**src/rtl/cl_pkg.sv**
```systemverilog
// Shared definitions for the multi-cycle control sequencer:
// opcode values, FSM state encoding, instruction field positions
// and the decoded control bundle.
package cl_pkg;

  localparam logic [3:0] OP_ADD  = 4'h0;
  localparam logic [3:0] OP_SUB  = 4'h1;
  localparam logic [3:0] OP_AND  = 4'h2;
  localparam logic [3:0] OP_OR   = 4'h3;
  localparam logic [3:0] OP_XOR  = 4'h4;
  localparam logic [3:0] OP_ADDI = 4'h5;
  localparam logic [3:0] OP_LD   = 4'h6;
  localparam logic [3:0] OP_ST   = 4'h7;
  localparam logic [3:0] OP_JMP  = 4'h8;
  localparam logic [3:0] OP_BEQZ = 4'h9;
  localparam logic [3:0] OP_HALT = 4'hF;

  typedef enum logic [2:0] {
    S_FETCH  = 3'd0,
    S_DECODE = 3'd1,
    S_EXEC   = 3'd2,
    S_MEM    = 3'd3,
    S_WB     = 3'd4,
    S_HALT   = 3'd5
  } state_t;

  localparam int OPC_MSB   = 15;
  localparam int OPC_LSB   = 12;
  localparam int WREG_MSB  = 11;
  localparam int WREG_LSB  = 9;
  localparam int RREG1_MSB = 8;
  localparam int RREG1_LSB = 6;
  localparam int RREG2_MSB = 5;
  localparam int RREG2_LSB = 3;
  localparam int IMM_MSB   = 5;
  localparam int IMM_LSB   = 0;

  typedef struct packed {
    logic src2_sel;
    logic alu_out_sel;
    logic is_mem;
    logic is_st;
    logic is_wb;
    logic is_jmp;
    logic is_br;
    logic is_halt;
  } ctrl_t;

endpackage

```
**src/rtl/cl_decode.sv**
```systemverilog
// Opcode decoder: turns the 4-bit opcode into the mux selects and the
// instruction-class flags the sequencer steers on. Codes A-E decode as NOP.
module cl_decode import cl_pkg::*; (
  input  logic [3:0] opcode,
  output ctrl_t      ctrl
);

  // Classify the opcode; everything not listed stays all-zero (NOP).
  always_comb begin
    ctrl = '0;
    case (opcode)
      OP_ADD, OP_SUB, OP_AND, OP_OR, OP_XOR: begin
        ctrl.is_wb = 1'b1;
      end
      OP_ADDI: begin
        ctrl.src2_sel = 1'b1;
        ctrl.is_wb    = 1'b1;
      end
      OP_LD: begin
        ctrl.src2_sel    = 1'b1;
        ctrl.alu_out_sel = 1'b1;
        ctrl.is_mem      = 1'b1;
        ctrl.is_wb       = 1'b1;
      end
      OP_ST: begin
        ctrl.src2_sel = 1'b1;
        ctrl.is_mem   = 1'b1;
        ctrl.is_st    = 1'b1;
      end
      OP_JMP:  ctrl.is_jmp  = 1'b1;
      OP_BEQZ: ctrl.is_br   = 1'b1;
      OP_HALT: ctrl.is_halt = 1'b1;
      default: ;
    endcase
  end

endmodule

```
**src/rtl/cl_seq_fsm.sv**
```systemverilog
// Multi-cycle control sequencer. Owns PC and IR and walks each instruction
// through FETCH / DECODE / EXEC / (MEM) / (WB), handshaking with instruction
// and data memories of arbitrary latency. Field outputs and selects come
// straight from IR, so they hold from DECODE until the next IR load.
module cl_seq_fsm import cl_pkg::*; #(
  parameter int              PC_W     = 8,
  parameter logic [PC_W-1:0] RESET_PC = '0
) (
  input  logic            clk,
  input  logic            rstn,
  output logic            imem_req,
  output logic [PC_W-1:0] instr_addr,
  input  logic [15:0]     imem_rdata,
  input  logic            imem_ack,
  output logic            dmem_req,
  output logic            dmem_we,
  input  logic            dmem_ack,
  input  logic            alu_zero,
  output logic [3:0]      OPCODE,
  output logic [2:0]      Wreg_Sig,
  output logic [2:0]      Rreg_Sig1,
  output logic [2:0]      Rreg_Sig2,
  output logic [5:0]      Immediate_Addr,
  output logic            Source2_select,
  output logic            ALU_out_Select,
  output logic            reg_we,
  output logic            halted
);

  state_t          state, state_next;
  logic [PC_W-1:0] pc, pc_next;
  logic [15:0]     ir, ir_next;
  logic            started;
  ctrl_t           ctrl;
  logic [PC_W-1:0] target;

  cl_decode u_decode (
    .opcode (ir[OPC_MSB:OPC_LSB]),
    .ctrl   (ctrl)
  );

  assign target         = ir[PC_W-1:0];
  assign instr_addr     = pc;
  assign OPCODE         = ir[OPC_MSB:OPC_LSB];
  assign Wreg_Sig       = ir[WREG_MSB:WREG_LSB];
  assign Rreg_Sig1      = ir[RREG1_MSB:RREG1_LSB];
  assign Rreg_Sig2      = ir[RREG2_MSB:RREG2_LSB];
  assign Immediate_Addr = ir[IMM_MSB:IMM_LSB];
  assign Source2_select = ctrl.src2_sel;
  assign ALU_out_Select = ctrl.alu_out_sel;

  // State, PC and IR registers; 'started' keeps imem_req low until the
  // first clock edge after reset is released.
  always_ff @(posedge clk or negedge rstn) begin
    if (!rstn) begin
      state   <= S_FETCH;
      pc      <= RESET_PC;
      ir      <= '0;
      started <= 1'b0;
    end else begin
      state   <= state_next;
      pc      <= pc_next;
      ir      <= ir_next;
      started <= 1'b1;
    end
  end

  // Next-state, PC/IR update and handshake/strobe outputs.
  always_comb begin
    state_next = state;
    pc_next    = pc;
    ir_next    = ir;
    imem_req   = 1'b0;
    dmem_req   = 1'b0;
    dmem_we    = 1'b0;
    reg_we     = 1'b0;
    halted     = 1'b0;
    case (state)
      S_FETCH: begin
        imem_req = started;
        if (imem_req && imem_ack) begin
          ir_next    = imem_rdata;
          pc_next    = pc + PC_W'(1);
          state_next = S_DECODE;
        end
      end
      S_DECODE: state_next = S_EXEC;
      S_EXEC: begin
        if (ctrl.is_halt) begin
          state_next = S_HALT;
        end else if (ctrl.is_jmp) begin
          pc_next    = target;
          state_next = S_FETCH;
        end else if (ctrl.is_br) begin
          if (alu_zero) pc_next = target;
          state_next = S_FETCH;
        end else if (ctrl.is_mem) begin
          state_next = S_MEM;
        end else if (ctrl.is_wb) begin
          state_next = S_WB;
        end else begin
          state_next = S_FETCH;
        end
      end
      S_MEM: begin
        dmem_req = 1'b1;
        dmem_we  = ctrl.is_st;
        if (dmem_ack) state_next = ctrl.is_st ? S_FETCH : S_WB;
      end
      S_WB: begin
        reg_we     = 1'b1;
        state_next = S_FETCH;
      end
      S_HALT: halted = 1'b1;
      default: state_next = S_FETCH;
    endcase
  end

endmodule

```
**config.mk**
```make
export PLATFORM = sky130hd
export DESIGN_NAME = cl_seq_fsm
export DESIGN_NICKNAME = d
export VERILOG_FILES = /design/src/rtl/cl_pkg.sv /design/src/rtl/cl_decode.sv /design/src/rtl/cl_seq_fsm.sv
export SDC_FILE = /design/constraint.sdc
export NUM_CORES = 1
export LEC_CHECK = 0
export ABC_AREA = 1
export BUFFER_PORTS_ARGS = -buffer_cell sky130_fd_sc_hd__buf_4
export CAP_MARGIN = 20
export CORE_MARGIN = 8
export CORE_UTILIZATION = 30
export DETAILED_ROUTE_END_ITERATION = 6
export MAX_ROUTING_LAYER = met4
export PLACE_DENSITY = 0.6
export SLEW_MARGIN = 40
export SYNTH_ARGS = -nofsm -noshare
export SYNTH_HDL_FRONTEND = slang
export SYNTH_HIERARCHICAL = 1
export SYNTH_SLANG_ARGS = --single-unit
```
**constraint.sdc**
```tcl
create_clock -name clk -period 3.7 [get_ports clk]
set_input_delay 0.74 -clock clk [delete_from_list [all_inputs] [get_ports clk]]
set_output_delay 0.74 -clock clk [all_outputs]
set_load 0.02 [all_outputs]
```
# After elaboration in Yosys (flattened, before gate mapping)
# Index checks and enable logic that the tools add are counted.
# Widths: inputs -> output; s select.
totals:
  register_bits: 28
  out_inout_bits: 34
classes:
  n_reduce_logical: 10
  n_addsub: 1
  n_mux: 28
  bitwise: 1
  eq_ne: 20
ops:
  columns: ["operator", "count"]
  rows:
  - ["$mux 8", 5]
  - ["$mux 3", 8]
  - ["$eq 4x3->1 const B", 4]
  - ["$pmux 8 s2", 1]
  - ["$pmux 3 s5", 1]
  - ["$mux 1", 13]
  - ["$eq 4x4->1 const B", 3]
  - ["$add 8x1->8 const B", 1]
  - ["$eq 4x2->1 const B", 2]
  - ["$reduce_or 7->1", 1]
  - ["$eq 3x2->1 const B", 2]
  - ["$eq 3x3->1 const B", 2]
  - ["$ne 2x2->1 const B", 3]
  - ["$ne 3x3->1 const B", 2]
  - ["$reduce_and 5->1", 1]
  - ["$eq 4x1->1 const B", 1]
  - ["$logic_not 4->1", 1]
  - ["$eq 3x1->1 const B", 1]
  - ["$logic_not 3->1", 1]
  - ["$reduce_and 3->1", 1]
  - ["$reduce_or 3->1", 1]
  - ["$reduce_and 2->1", 1]
  - ["$reduce_bool 2->1", 1]
  - ["$reduce_or 2->1", 1]
  - ["other kinds (2)", 2]

# Longest topological paths before layout
# Gate-level depths: netlist of run 1.
logic_depth:
  depth_word: 9
  mapped_depth: 10

# By module
# The synthesis of run 1 kept the hierarchy.
modules_own_cells:
  columns: ["module", "seq_area_each_um2", "area_per_inst_um2", "n_inst", "cells_each"]
  rows:
  - ["cl_seq_fsm", 700.7, 1490.2, 1, 199]
  - ["cl_decode", 0.0, 76.3, 1, 20]

# Least setup slack after synthesis of run 1
# OpenSTA, ideal clock, no wires.
synth_path:
  path_type: "reg-to-output"
  from: "reg ir[12]"
  to: "out dmem_we"
  stages_incl_launch_ff: 5
  slack_ns: 1.668
  arrival_time_ns: 1.292
  required_time_ns: 2.960
  cell_sequence: "dfrtp_1 -> nand3_1 -> nor2_1 -> inv_1 -> nor3_1"
synth_lines:
  columns: ["item", "line", "rtl"]
  rows:
  - ["start: declaration", "cl_seq_fsm.sv:32", "logic [15:0] ir, ir_next;"]
  - ["start signal: assignment", "cl_seq_fsm.sv:63", "ir <= ir_next;"]
  - ["end: declaration", "cl_seq_fsm.sv:16", "output logic dmem_we,"]

# Worst setup path in the final report of run 1
layout_path:
  from: "reg state[0]"
  to: "out imem_req"
layout_via:
  elab_chain_len: 2
layout_rtl:
  columns: ["item", "line", "rtl"]
  rows:
  - ["start: declaration", "cl_seq_fsm.sv:30", "state_t state, state_next;"]
  - ["start signal: assignment", "cl_seq_fsm.sv:61", "state <= state_next;"]
  - ["$logic_not 3->1", "cl_seq_fsm.sv:78", "case (state)"]
  - ["$mux 1", "cl_seq_fsm.sv:78", null]
  - ["end: declaration", "cl_seq_fsm.sv:11", "output logic imem_req,"]
# No other way between the ends.

==> results.sh, run 1 <==
export IMPL_vias_per_cell=4.333
export IMPL_ys_seq_area_frac=0.4473
export IMPL_worstSetupStartpointType="flip-flop"
export IMPL_diodes=0
export IMPL_grt_pass1_wl_um=6900
export IMPL_rsz0062_at_grt="no"
export IMPL_drv_cap=0
export IMPL_cts_tree="yes"
export IMPL_dr_pass1_iters=6
export IMPL_power_density_nw_per_um2=849.7
export IMPL_place_ws_ps=1804
export IMPL_fp_coreArea_um2=5075
export IMPL_dpl_instance_area_um2=2001
export IMPL_period_share=0.5945
export IMPL_cts_resized=0
export IMPL_period_needed_ps=2200
export IMPL_crit_path_start="state[0]$_DFFE_PN0P_"
export IMPL_hold_path_class="input port to async pin"
export IMPL_insertion_delay_ps=270
export IMPL_final_setup_tns_ps=0
export IMPL_num_vias=1469
export IMPL_row_count=26
export IMPL_layout_drive_gt1_share=0.2565
export IMPL_path_max_fanout=12
export IMPL_crit_arrival_ps=1460
export IMPL_layoutNonFillerInstCount=339
export IMPL_clock_path_buffers=2
export IMPL_grt_met3_usage=0.01207
export IMPL_synth_area_top_cells="dfrtp_1, nand2_1, nand3_1"
export IMPL_syn_cell_area_um2=1567
export IMPL_io_pins=55
export IMPL_die_w_um=88.26
export IMPL_grtUsageMet1=0.1421
export IMPL_fin_ws_ps=1501
export IMPL_outcome="finished, final reports clean"
export IMPL_final_common_cell="nand2_1"
export IMPL_numCtsBuffers=3
export IMPL_synth_top_area_frac=0.4473
export IMPL_drc=0
export IMPL_ir_drop_mv=0.3562
export IMPL_yosys_area_top_type="dfrtp_1"
export IMPL_antenna_found_initial=0
export IMPL_grt_pass1_vias=1524
export IMPL_fin_total_pwr_mw=1.747
export IMPL_synth_cell_type_count=22
export IMPL_setup_violations=0
export IMPL_synth_area_per_cell_um2=7.153
export IMPL_place_inst=335
export IMPL_ant_nets=0
export IMPL_syn_nets=241
export IMPL_ys_warn_count=6
export IMPL_ys_ff_latch=28
export IMPL_drt_wl_total_um=3934
export IMPL_area_growth_pct=31.23
export IMPL_gp_congestion=0.7911
export IMPL_crit_path_end_kind="primary output"
export IMPL_gr_max_usage_layer="met2"
export IMPL_leakagePower_nw=1.145
export IMPL_crit_type="flip-flop to primary output"
export IMPL_r2r_start="state[0]$_DFFE_PN0P_"
export IMPL_finClkSkew_ps=1.914
export IMPL_grt_max_degree=29
export IMPL_syn_inst=219
export IMPL_cts_root_buf="clkbuf_8"
export IMPL_grt_ovfl_total=0
export IMPL_initial_core_util=0.3087
export IMPL_htreeDepth=1
export IMPL_layout_nets=292
export IMPL_grt_use_total=0.1110
export IMPL_layout_common_cells="nand2_1, buf_4, nand3_1, inv_1, dfrtp_1"
export IMPL_wl_per_cell_um=11.60
export IMPL_maxSlewViolCount=0
export IMPL_die_area_um2=7790
export IMPL_port_buffers=54
export IMPL_hold_violations=0
export IMPL_cts_hold_fix_buffers=0
export IMPL_die_h_um=88.26
export IMPL_use_met2=0.1819
export IMPL_max_freq_ghz=0.4546
export IMPL_clk_pin_slew_ps=100
export IMPL_cts_num_sinks=28
export IMPL_drtIter0Drc=61
export IMPL_dpl_hpwl_um=3068
export IMPL_post_cts_buffers=0
export IMPL_critical_path_required_ps=2960
export IMPL_stdcell_area_um2=2056
-- registers in the layout, indices dropped and copies added (netlist names) --
| name | cells |
|---|---|
| instr_addr | 8 |
| ir | 16 |
| started | 1 |
| state | 3 |
-- path summary, 6_finish.rpt --
check / cells after the start / slack, ps / endpoint
max: 4 / 1500 / imem_req
min: 1 / 370 / instr_addr[2]$_DFFE_PN0P_
max reg2reg: 6 / 2060 / ir[2]$_DFFE_PN0P_
min reg2reg: 2 / 490 / ir[10]$_DFFE_PN0P_
max in group asynchronous: 1 / 3060 / ir[9]$_DFFE_PN0P_
min in group clk: 2 / 490 / ir[10]$_DFFE_PN0P_
-- per-stage QoR --
stage / utilization / hold WS [ps]
floorplan: - / 444.4
global placement: 0.3942 / 457.9
detailed placement: 0.3942 / 462.3
CTS: 0.4051 / 381.9
global route: 0.4051 / 386.9
finish: 0.4051 / 369.2
-- logic make-up (layout without fill, tap and decap cells) --
logic type / count (synthesis) / count (layout) / share of synthesized area
and+or+nand+nor: 137 / 137 / 0.3842
buffers and inverters: 37 / 87 / 0.1070
DFF: 28 / 28 / 0.4473
AOI/OAI and AO/OA: 15 / 15 / 0.05112
adders and majority gates: 1 / 1 / 0.007986
other: 1 / 1 / 0.002394
-- layout make-up --
type	count	area [um^2]
multi-input cells	154	698.2
clock buffers	4	55.05
well taps	70	87.58
inverters	29	108.9
repair buffers	54	405.4
flip-flops and latches	28	700.7
fillers	573	3019
-- synthesized netlist by cell type --
cell and n:
a21o_1 1, a21oi_1 6, and3_2 1, buf_2 2, buf_4 3, buf_6 2
clkbuf_1 1, conb_1 1, dfrtp_1 28, ha_1 1, inv_1 28, inv_2 1
nand2_1 72, nand2_2 3, nand3_1 29, nand4_1 2, nor2_1 20, nor2_4 3
nor3_1 4, o211ai_1 1, o21ai_0 7, or2_2 3
-- report_power, final --
part	leakage [nW]	switching (mW)	internal [mW]
logic	0.775	0.594	0.385
registers	0.341	0.138	0.441
clock network	0.0288	0.0938	0.0951
-- critical path: stages (launching register included) --
cell and delay (ps):
dfrtp_1 450, nor2_4 190, nand2_2 100, nor2_4 250, buf_4 200
-- layer usage --
layer  routed length, um  share of wire
met5                   0              0
met4                  34         0.0086
met3                 112          0.028
met2                1844           0.47
met1                1943           0.49
Power figures use the tool's default switching activity.
==> run 2, diff against run 1 <==
==> constraint.sdc (replaced) <==
create_clock -name clk -period 2.2 [get_ports clk]
set_input_delay 0.44 -clock clk [delete_from_list [all_inputs] [get_ports clk]]
set_output_delay 0.44 -clock clk [all_outputs]
set_load 0.02 [all_outputs]
==> run 2 against run 1 <==
Setup slack got worse by 1200 ps; via count increased by 1.5%; highest routed layer unchanged; first-iteration DRC count grew 34%; largest power group unchanged.
==> results.sh, run 2 (same netlist as run 1, synthesis figures left out) <==
export IMPL_clkPwrFrac=0.109
export IMPL_num_vias=1491
export IMPL_worstSetupStartpointType="flip-flop"
export IMPL_regToRegEndpoint="ir[1]$_DFFE_PN0P_"
export IMPL_drv_cap=0
export IMPL_vias_per_cell=4.398
export IMPL_top_register="ir"
export IMPL_largest_register_ffs=16
export IMPL_grt_pass1_vias=1463
export IMPL_hold_violations=0
export IMPL_clk_pin_slew_ps=100
export IMPL_io_pins=55
export IMPL_wl_per_cell_um=11.94
export IMPL_crit_arrival_ps=1490
export IMPL_cts_hold_fix_buffers=0
export IMPL_post_cts_buffers=0
export IMPL_maxSlewViolCount=0
export IMPL_dr_pass1_iters=4
export IMPL_antenna_found_initial=0
export IMPL_final_core_util=0.4051
export IMPL_initial_core_util=0.3087
export IMPL_cts_root_buf="clkbuf_8"
export IMPL_setup_violations=0
export IMPL_drc=0
export IMPL_p_seq_frac=0.333
export IMPL_final_common_cell="nand2_1"
export IMPL_cp_common_cell="nor2_4"
export IMPL_period_needed_ps=1935
export IMPL_r2r_start="state[0]$_DFFE_PN0P_"
export IMPL_layout_common_cells="nand2_1, buf_4, nand3_1, inv_1, dfrtp_1"
export IMPL_period_share=0.8794
export IMPL_drt_wl_total_um=4049
export IMPL_rsz0062_at_grt="no"
export IMPL_ff2ff_setup_slack_ps=520
export IMPL_diodes=0
export IMPL_power_density_nw_per_um2=1435
export IMPL_insertion_delay_ps=270
export IMPL_die_h_um=88.26
export IMPL_die_w_um=88.26
export IMPL_hold_path_class="input port to async pin"
export IMPL_grt_use_total=0.1106
export IMPL_ant_nets=0
export IMPL_layout_nets=292
export IMPL_crit_path_end_kind="primary output"
export IMPL_clock_path_buffers=2
export IMPL_fp_coreArea_um2=5075
export IMPL_ir_drop_mv=0.5125
export IMPL_reg2reg_depth=6
export IMPL_crit_chain="nor2_4 > nand2_2 > nor2_4 > buf_4"
export IMPL_grt_pass1_wl_um=6741
export IMPL_slowest_stage="dfrtp_1"
export IMPL_final_setup_tns_ps=0
export IMPL_cts_tree="yes"
export IMPL_finClkSkew_ps=4.167
export IMPL_leakagePower_nw=1.145
export IMPL_critical_path_required_ps=1760
export IMPL_die_area_um2=7790
export IMPL_intPower_mw=1.548
export IMPL_path_max_fanout=12
export IMPL_outcome="finished, final reports clean"
export IMPL_crit_type="flip-flop to primary output"
export IMPL_switching_share=0.4752
export IMPL_port_buffers=54
export IMPL_area_growth_pct=31.23
export IMPL_htreeDepth=1
export IMPL_grt_max_degree=29
export IMPL_switching_power_mw=1.402
export IMPL_numCtsBuffers=3
export IMPL_power_frac_comb=0.558
export IMPL_cts_num_sinks=28
export IMPL_cts_resized=0
export IMPL_critPathMaxStageDelay_ps=450
export IMPL_row_count=26
export IMPL_grt_ovfl_total=0
export IMPL_max_freq_ghz=0.5169
export IMPL_dpl_hpwl_um=3130
export IMPL_drtIter0Drc=82
export IMPL_layout_drive_gt1_share=0.2565
export IMPL_gp_congestion=0.8045
## run 2: cell counts in the layout (fill, tap and decap cells not counted)
Identical to the previous run, type by type.
## run 2: worst max path at each step
stage	startpoint	to	slack, ps	cells after the start
floorplan	ir[12]$_DFFE_PN0P_	dmem_we	470	4
global placement	state[0]$_DFFE_PN0P_	ir[1]$_DFFE_PN0P_	550	6
detailed placement	state[0]$_DFFE_PN0P_	ir[6]$_DFFE_PN0P_	520	6
CTS	state[0]$_DFFE_PN0P_	imem_req	260	4
global route	state[0]$_DFFE_PN0P_	imem_req	150	4
finish	state[0]$_DFFE_PN0P_	imem_req	270	4
## run 2: final cells by class
| cell class | instances | area [um^2] |
|---|---|---|
| inverters | 29 | 108.9 |
| fillers | 568 | 3019 |
| repair buffers | 54 | 405.4 |
| multi-input cells | 154 | 698.2 |
| clock buffers | 4 | 55.05 |
| well taps | 70 | 87.58 |
| flip-flops and latches | 28 | 700.7 |
## run 2: per-layer routing
layer	global-route usage	wire length, um
met1	0.1394	1964
met2	0.1799	1915
met3	0.01486	136
met4	0.03226	34
met5	-	0
## run 2: stage by stage
step | worst slack [ps] | power, mW | instance area [um^2] | hold slack (ps) | std cells
2_1_floorplan | 467.6 | 2.061 | 1567 | 144.4 | 219
3_5_place_dp | 521.8 | 2.663 | 2001 | 387.9 | 335
3_3_place_gp | 549.2 | 2.644 | 2001 | 385.2 | 335
4_1_cts | 255.5 | 2.992 | 2056 | 81.10 | 339
6_report | 265.4 | 2.950 | 2056 | 63.67 | 339
5_1_grt | 150.3 | 3.240 | 2056 | 83.51 | 339
## run 2: power by group through the flow
stage	registers (mW)	logic [mW]	clock network, mW
after floorplan	1.19	0.868	0
after global placement	0.988	1.66	0
after detailed placement	0.991	1.67	0
after CTS	0.985	1.67	0.334
after global routing	1.02	1.86	0.356
final	0.982	1.65	0.323
## run 2: worst max-delay path: cells and delay by family (launching register included)
kind | cells | cell delay [ps]
buf+inv | 1 | 210
simple gates | 3 | 560
flops | 1 | 450
